## config.mk

```make
export PLATFORM = sky130hd
export DESIGN_NAME = reg_bank_multi_flat
export DESIGN_NICKNAME = d
export VERILOG_FILES = /design/src/rtl/reg_bank_multi_if.sv /design/src/rtl/reg_bank_multi.sv /design/src/flat_wrapper.sv
export SDC_FILE = /design/constraint.sdc
export NUM_CORES = 2
export LEC_CHECK = 0
export ABC_AREA = 1
export BUFFER_PORTS_ARGS = -buffer_cell sky130_fd_sc_hd__buf_2
export CAP_MARGIN = 20
export CORE_MARGIN = 5
export CORE_UTILIZATION = 45
export CTS_CLUSTER_DIAMETER = 30
export DETAILED_ROUTE_END_ITERATION = 8
export PLACE_DENSITY_LB_ADDON = 0.1
export SLEW_MARGIN = 20
export SYNTH_ARGS = -nofsm -noshare
export SYNTH_HDL_FRONTEND = slang
export SYNTH_SLANG_ARGS = --single-unit
```

## constraint.sdc

```tcl
create_clock -name clk -period 4.8 [get_ports clk]
set_clock_uncertainty 0.2 [all_clocks]
set_input_delay 0.96 -clock clk [delete_from_list [all_inputs] [get_ports clk]]
set_output_delay 0.96 -clock clk [all_outputs]
set_load 0.005 [all_outputs]
```

## src/rtl/reg_bank_multi_if.sv

```systemverilog
`default_nettype none
// ============================================================================
//  Module      : reg_bank_multi_if
//  Description : Bus bundle for the multi-port register bank (read, write,
//                reserve and flush channels).
//  Revision    : 1.0
// ============================================================================
interface reg_bank_multi_if #(
    parameter int DATA_WIDTH = 32,
    parameter int NUM_REG    = 32,
    parameter int NUM_READ   = 2,
    parameter int NUM_WRITE  = 1
);
    localparam int SELECT_WIDTH = $clog2(NUM_REG);

    logic [NUM_WRITE-1:0]                   i_write_enable;
    logic [NUM_WRITE-1:0][SELECT_WIDTH-1:0] i_write_select;
    logic [NUM_WRITE-1:0][DATA_WIDTH-1:0]   i_write_data;
    logic [NUM_READ-1:0][SELECT_WIDTH-1:0]  i_read_select;
    logic [NUM_READ-1:0][DATA_WIDTH-1:0]    o_read_data;
    logic [NUM_READ-1:0]                    o_read_busy;
    logic                                   i_reserve_enable;
    logic [SELECT_WIDTH-1:0]                i_reserve_select;
    logic                                   i_flush;
    logic [NUM_REG-1:0]                     o_busy_vector;

    modport master (
        output i_write_enable, i_write_select, i_write_data, i_read_select,
               i_reserve_enable, i_reserve_select, i_flush,
        input  o_read_data, o_read_busy, o_busy_vector
    );

    modport slave (
        input  i_write_enable, i_write_select, i_write_data, i_read_select,
               i_reserve_enable, i_reserve_select, i_flush,
        output o_read_data, o_read_busy, o_busy_vector
    );
endinterface
`default_nettype wire

```

## src/rtl/reg_bank_multi.sv

```systemverilog
`default_nettype none
// ============================================================================
//  Module      : reg_bank_multi
//  Description : Multi-port register bank with optional zero register, write
//                bypass and per-register busy scoreboard.
//  Revision    : 1.0
// ============================================================================
module reg_bank_multi #(
    parameter int DATA_WIDTH = 32,
    parameter int NUM_REG    = 32,
    parameter int NUM_READ   = 2,
    parameter int NUM_WRITE  = 1,
    parameter int ZERO_REG   = 1,
    parameter int BYPASS     = 1
) (
    input  wire logic         clk,
    input  wire logic         rst_n,
    reg_bank_multi_if.slave   bus
);
    localparam int SELECT_WIDTH = $clog2(NUM_REG);
    localparam logic [SELECT_WIDTH:0] c_num_reg = (SELECT_WIDTH+1)'(NUM_REG);

    logic [DATA_WIDTH-1:0] r_regs [NUM_REG];
    logic [NUM_REG-1:0]    r_busy;

    logic [NUM_WRITE-1:0]  w_wr_ok;
    logic [NUM_REG-1:0]    w_wr_hit;
    logic [DATA_WIDTH-1:0] w_wr_data [NUM_REG];
    logic [NUM_REG-1:0]    w_rsv_hit;
    logic                  w_rsv_ok;

    // A write port only counts when enabled and aimed at a real, writable register
    for (genvar p = 0; p < NUM_WRITE; p++) begin : g_wport
        assign w_wr_ok[p] = bus.i_write_enable[p]
                          && ({1'b0, bus.i_write_select[p]} < c_num_reg)
                          && !((ZERO_REG != 0) && (bus.i_write_select[p] == '0));
    end

    assign w_rsv_ok = bus.i_reserve_enable
                    && ({1'b0, bus.i_reserve_select} < c_num_reg)
                    && !((ZERO_REG != 0) && (bus.i_reserve_select == '0));

    // Ascending port scan so the highest-numbered port wins a conflict
    always_comb begin
        for (int i = 0; i < NUM_REG; i++) begin
            w_wr_hit[i]  = 1'b0;
            w_wr_data[i] = '0;
            w_rsv_hit[i] = w_rsv_ok && (bus.i_reserve_select == SELECT_WIDTH'(i));
            for (int p = 0; p < NUM_WRITE; p++) begin
                if (w_wr_ok[p] && (bus.i_write_select[p] == SELECT_WIDTH'(i))) begin
                    w_wr_hit[i]  = 1'b1;
                    w_wr_data[i] = bus.i_write_data[p];
                end
            end
        end
    end

    always_ff @(posedge clk or negedge rst_n) begin
        if (!rst_n) begin
            for (int i = 0; i < NUM_REG; i++) begin
                r_regs[i] <= '0;
            end
            r_busy <= '0;
        end else begin
            for (int i = 0; i < NUM_REG; i++) begin
                if (w_wr_hit[i]) begin
                    r_regs[i] <= w_wr_data[i];
                end
            end
            // A same-cycle reserve is a newer producer, so it overrides the clear
            if (bus.i_flush) begin
                r_busy <= '0;
            end else begin
                r_busy <= (r_busy & ~w_wr_hit) | w_rsv_hit;
            end
        end
    end

    assign bus.o_busy_vector = r_busy;

    for (genvar r = 0; r < NUM_READ; r++) begin : g_rport
        logic [SELECT_WIDTH-1:0] w_sel;
        logic                    w_ok;
        logic [DATA_WIDTH-1:0]   w_data;
        logic                    w_busy;

        assign w_sel = bus.i_read_select[r];
        assign w_ok  = ({1'b0, w_sel} < c_num_reg)
                     && !((ZERO_REG != 0) && (w_sel == '0));

        always_comb begin
            w_data = '0;
            w_busy = 1'b0;
            if (w_ok) begin
                if ((BYPASS != 0) && w_wr_hit[w_sel]) begin
                    w_data = w_wr_data[w_sel];
                    w_busy = 1'b0;
                end else begin
                    w_data = r_regs[w_sel];
                    w_busy = r_busy[w_sel];
                end
            end
        end

        assign bus.o_read_data[r] = w_data;
        assign bus.o_read_busy[r] = w_busy;
    end
endmodule
`default_nettype wire

```

## src/flat_wrapper.sv

```systemverilog
// flat-port wrapper written by rule: the top's interface ports become plain ports
module reg_bank_multi_flat 
#(
    parameter int DATA_WIDTH = 32,
    parameter int NUM_REG    = 32,
    parameter int NUM_READ   = 2,
    parameter int NUM_WRITE  = 1,
    parameter int ZERO_REG   = 1,
    parameter int BYPASS     = 1
)
  (clk, rst_n, bus_i_write_enable, bus_i_write_select, bus_i_write_data, bus_i_read_select, bus_i_reserve_enable, bus_i_reserve_select, bus_i_flush, bus_o_read_data, bus_o_read_busy, bus_o_busy_vector);
  reg_bank_multi_if #(.DATA_WIDTH(DATA_WIDTH), .NUM_REG(NUM_REG), .NUM_READ(NUM_READ), .NUM_WRITE(NUM_WRITE)) bus_i ();
  input  wire logic clk;
  input  wire logic rst_n;
  input wire logic [$bits(bus_i.i_write_enable)-1:0] bus_i_write_enable;
  input wire logic [$bits(bus_i.i_write_select)-1:0] bus_i_write_select;
  input wire logic [$bits(bus_i.i_write_data)-1:0] bus_i_write_data;
  input wire logic [$bits(bus_i.i_read_select)-1:0] bus_i_read_select;
  input wire logic [$bits(bus_i.i_reserve_enable)-1:0] bus_i_reserve_enable;
  input wire logic [$bits(bus_i.i_reserve_select)-1:0] bus_i_reserve_select;
  input wire logic [$bits(bus_i.i_flush)-1:0] bus_i_flush;
  output wire logic [$bits(bus_i.o_read_data)-1:0] bus_o_read_data;
  output wire logic [$bits(bus_i.o_read_busy)-1:0] bus_o_read_busy;
  output wire logic [$bits(bus_i.o_busy_vector)-1:0] bus_o_busy_vector;
  assign bus_i.i_write_enable = bus_i_write_enable;
  assign bus_i.i_write_select = bus_i_write_select;
  assign bus_i.i_write_data = bus_i_write_data;
  assign bus_i.i_read_select = bus_i_read_select;
  assign bus_i.i_reserve_enable = bus_i_reserve_enable;
  assign bus_i.i_reserve_select = bus_i_reserve_select;
  assign bus_i.i_flush = bus_i_flush;
  assign bus_o_read_data = bus_i.o_read_data;
  assign bus_o_read_busy = bus_i.o_read_busy;
  assign bus_o_busy_vector = bus_i.o_busy_vector;
  reg_bank_multi #(.DATA_WIDTH(DATA_WIDTH), .NUM_REG(NUM_REG), .NUM_READ(NUM_READ), .NUM_WRITE(NUM_WRITE), .ZERO_REG(ZERO_REG), .BYPASS(BYPASS)) u_core (.clk(clk), .rst_n(rst_n), .bus(bus_i));
endmodule
```

==> results.md <==
* Synth Cell Area at approximately 64000 um^2
* CTS max path bufs at 4
* Die W at about 390 um
* Grt met2 use at 71.4%
* First-pass GRT wire length at approximately 550000 um
* Sink Count at between 1000 and 1500
* Vias in the first global route at a little over 70000
* Remaining antenna violation count at 0
* Sequential share of power at 30.4%
* Sw frac at about 31%
* Critical Path RT at approximately 3.6 ns
* Asr flop ratio synth at 100%
* Fin nets at 9548
* Critical path origin: bus_i_read_select[6]
* Vias per Instance at 6.70
* Tmin final at 4.91 ns
* Post-synth EDFFs at 0
* Remaining global-route overflow at 0
* Post-synth top flop: dfrtp_1
* Most used routing layer: met2
* Worst-margin pin slew at roughly 1.2 ns
* Commonest non-fill, non-tap cell in the layout: nand2_1
* Clock share of power at between 50 and 60%
* Net Count, Synth at just over 9000
* Detailed Routing Iterations Pass 1 at 9
* Yosys Warn Count at 0
* CP Class: in2out
* RD Place Congestion at approximately 1.2
* Most frequent cells in the layout: 2406 x nand2_1, 1634 x o21ai_0, 1056 x dfrtp_1, 824 x a21oi_1, 728 x buf_4
* Maximum VDD drop at approximately 410 uV
* Violated checks: negative setup slack
* Cells after Synth at 9019
* Area grow syn2layout at 29.8%
* Routed WL per cell at 34.4 um
* Residual DRC at 0
* Max FO, Critical Path at 18
* Finished Cell Area at about 83000 um^2
* Root buffer cell: clkbuf_16
* Storage cell area at about 26000 um^2
* Yosys reg bits at 1056
* Largest net degree at the start of global routing at between 100 and 150
* # rows at approximately 140
* Syn avg cell area at around 7 um^2
* Status: complete, but fails checks
* Core Box Area at between 100000 and 150000 um^2
* Initial Utilization at 45.1%
* CTS tree: done
* Crit path arrival time at approximately 3.8 ns
* Area of the multi-input gates at about 32000 um^2
* Crit path capture type: output port
* RSZ-0062 raised after global routing: true
* Final Total Pwr at 38.7 mW
* Sw Pwr at roughly 12 mW
* Number of port buffers at roughly 150
* R2r startpoint: u_core.r_regs[315]
* Clk_lat worst skew at 0.89 ns
* Initial antenna violation count at 36
* Startpoint Class: input port
* Die area at between 100000 and 150000 um^2
* Layout cells sized above 1 at 17.5%
* P_leak at 38.3 nW
* GRT Overall Usage at a little over half
* Number of max-cap violations at 0
* Cell variety after synth at 50
* Crit path cell chain: buf_6, inv_8, nand2_4, buf_12, buf_4, o22ai_1, o21ai_0, nand2_1, o21ai_0, and2_1, nand2_1, a21oi_1, buf_4, buf_2
* M3 GR Usage at roughly 21%
* Slew headroom at roughly a fifth
* Int Pwr at 26.7 mW
* Critical Path Max Stage Delay at ~0.54 ns
* Hold Startpoint: u_core.r_regs[1013]
* Worst min-delay path class: reg2reg
* Placed inst area at ~72000 um^2
* Max Fclk at roughly 0.20 GHz
* Final Hold Vio Count at 0
* H-tree Lvls at 5
* Filler cells at approximately 13000
* Final setup viols at 11
* Iter 0 DRT Violations at around 13000
* CP max-delay cell: and2_1
* Vias at ~80000
* Logic pwr share at about a fifth
* Share of the core filled with cells at 58.5%
* PwrDens at between 400 and 500 nW/um^2
* Max Slew Vio Count at 0
* Die height at between 300 and 400 um
* Cts bufs inserted at just under 300
* Post-route setup TNS at -0.433 ns
* PnR worst setup slack at -0.109 ns
* Seq/Total Area, Yosys at between 40% and 50%
* Post-Route WL at ~400000 um
* Hpwl dp at approximately 270000 um
* Final Cycle Share at 102%
* # IOs at 155
* Clock Pin Slew Worst Setup and Hold Paths at 0.04 ns
* Met1 GRT Util at approximately 66%
* DP Worst Slack at -0.235 ns
-- path summary, 6_finish.rpt --
kind	to	slack [ns]	cells past startpoint
max in group asynchronous	u_core.r_regs[357]	2.51	3
worst max-delay path	bus_o_read_data[37]	-0.11	14
worst min-delay path	u_core.r_regs[1013]	0.18	0
worst max register to register	u_core.r_regs[315]	3.34	2
min in group asynchronous	u_core.r_regs[395]	0.50	2
worst min register to register	u_core.r_regs[1013]	0.18	0
-- logic make-up after synthesis --
kind of cell	after synthesis	share of synthesized area (%)
flip-flops	1056	41.5
multiplexers	5	0.0866
buffers and inverters	1387	8.46
AO/OA/AOI/OAI	3128	27.8
AND/OR/NAND/NOR	3443	22.1
-- through the flow --
step | hold slack, ns | instances
2_1_floorplan | 0.229 | 9019
3_3_place_gp | 0.166 | 11083
3_5_place_dp | 0.166 | 11083
4_1_cts | 0.175 | 11589
5_1_grt | 0.183 | 11593
6_report | 0.179 | 11612
-- cells in the mapped netlist (all sizes together) (2+ instances only) --
| cell | count | area (um^2) |
|---|---|---|
| a211o | 2 | 17.5 |
| clkinv | 13 | 50.0 |
| o211ai | 184 | 1380 |
| a21oi | 829 | 4150 |
| nor3 | 11 | 60.1 |
| buf | 193 | 895 |
| o22ai | 57 | 357 |
| nand3b | 6 | 45.0 |
| and2 | 3 | 18.8 |
| inv | 504 | 1890 |
| a22oi | 2 | 15.0 |
| a41oi | 2 | 17.5 |
| nand2 | 2455 | 9330 |
| clkbuf | 677 | 2540 |
| a31oi | 10 | 62.6 |
| dfrtp | 1056 | 26400 |
| or2 | 23 | 144 |
| o21bai | 36 | 270 |
| mux2 | 4 | 45.0 |
| o21ai | 1645 | 8230 |
| nand4 | 74 | 463 |
| nor2 | 427 | 1690 |
| o2111ai | 57 | 499 |
| nand3 | 440 | 2300 |
| o221ai | 296 | 2590 |
| o31ai | 4 | 30.0 |
-- critical path: cells and delay by family --
kind,cells,cell delay (ns)
AO/OA/AOI/OAI,4,0.75
buffers and inverters,6,1.03
AND/OR/NAND/NOR,4,0.95
-- power by group through the flow --
stage          clock, mW  combinational (mW)  sequential, mW
3_5_place_dp           0                6.87            11.8
3_3_place_gp           0                6.77            11.7
2_1_floorplan          0                3.79            11.5
4_1_cts             19.7                6.95            11.7
6_report            19.7                7.30            11.8
5_1_grt             20.2                7.74            11.9
-- layer usage --
layer	wire, um	part of all wire, %	up-vias
li1	-	-	31851
met1	145000	36	37126
met2	157000	39	6993
met3	60500	15	1781
met4	36700	9.2	22
met5	137	0.034	-
-- sequential cells by signal, indices dropped and copies added (netlist names) --
name	count
u_core.r_regs	1024
u_core.bus.o_busy_vector	32
-- timing repair --
action                                  4_1_cts  5_1_grt
setup buffers                                 0        3
endpoints found under the setup margin       10       30
cloned                                        0        1
resized for setup                            17       49
pin swaps                                     1        2
hold buffers                                  1        0
hold endpoints to repair                      6        0
-- cell type report --
| cell class | count | area share [%] |
|---|---|---|
| timing repair buffer | 1048 | 11.6 |
| multi-input combinational | 6576 | 39.0 |
| sequential | 1056 | 32.0 |
| clock buffer | 390 | 10.2 |
| inverter | 517 | 2.42 |
| clock inverter | 115 | 1.80 |
| tap | 1890 | 2.87 |
| antenna | 20 | 0.0606 |
(Power assumes the default switching activity.)
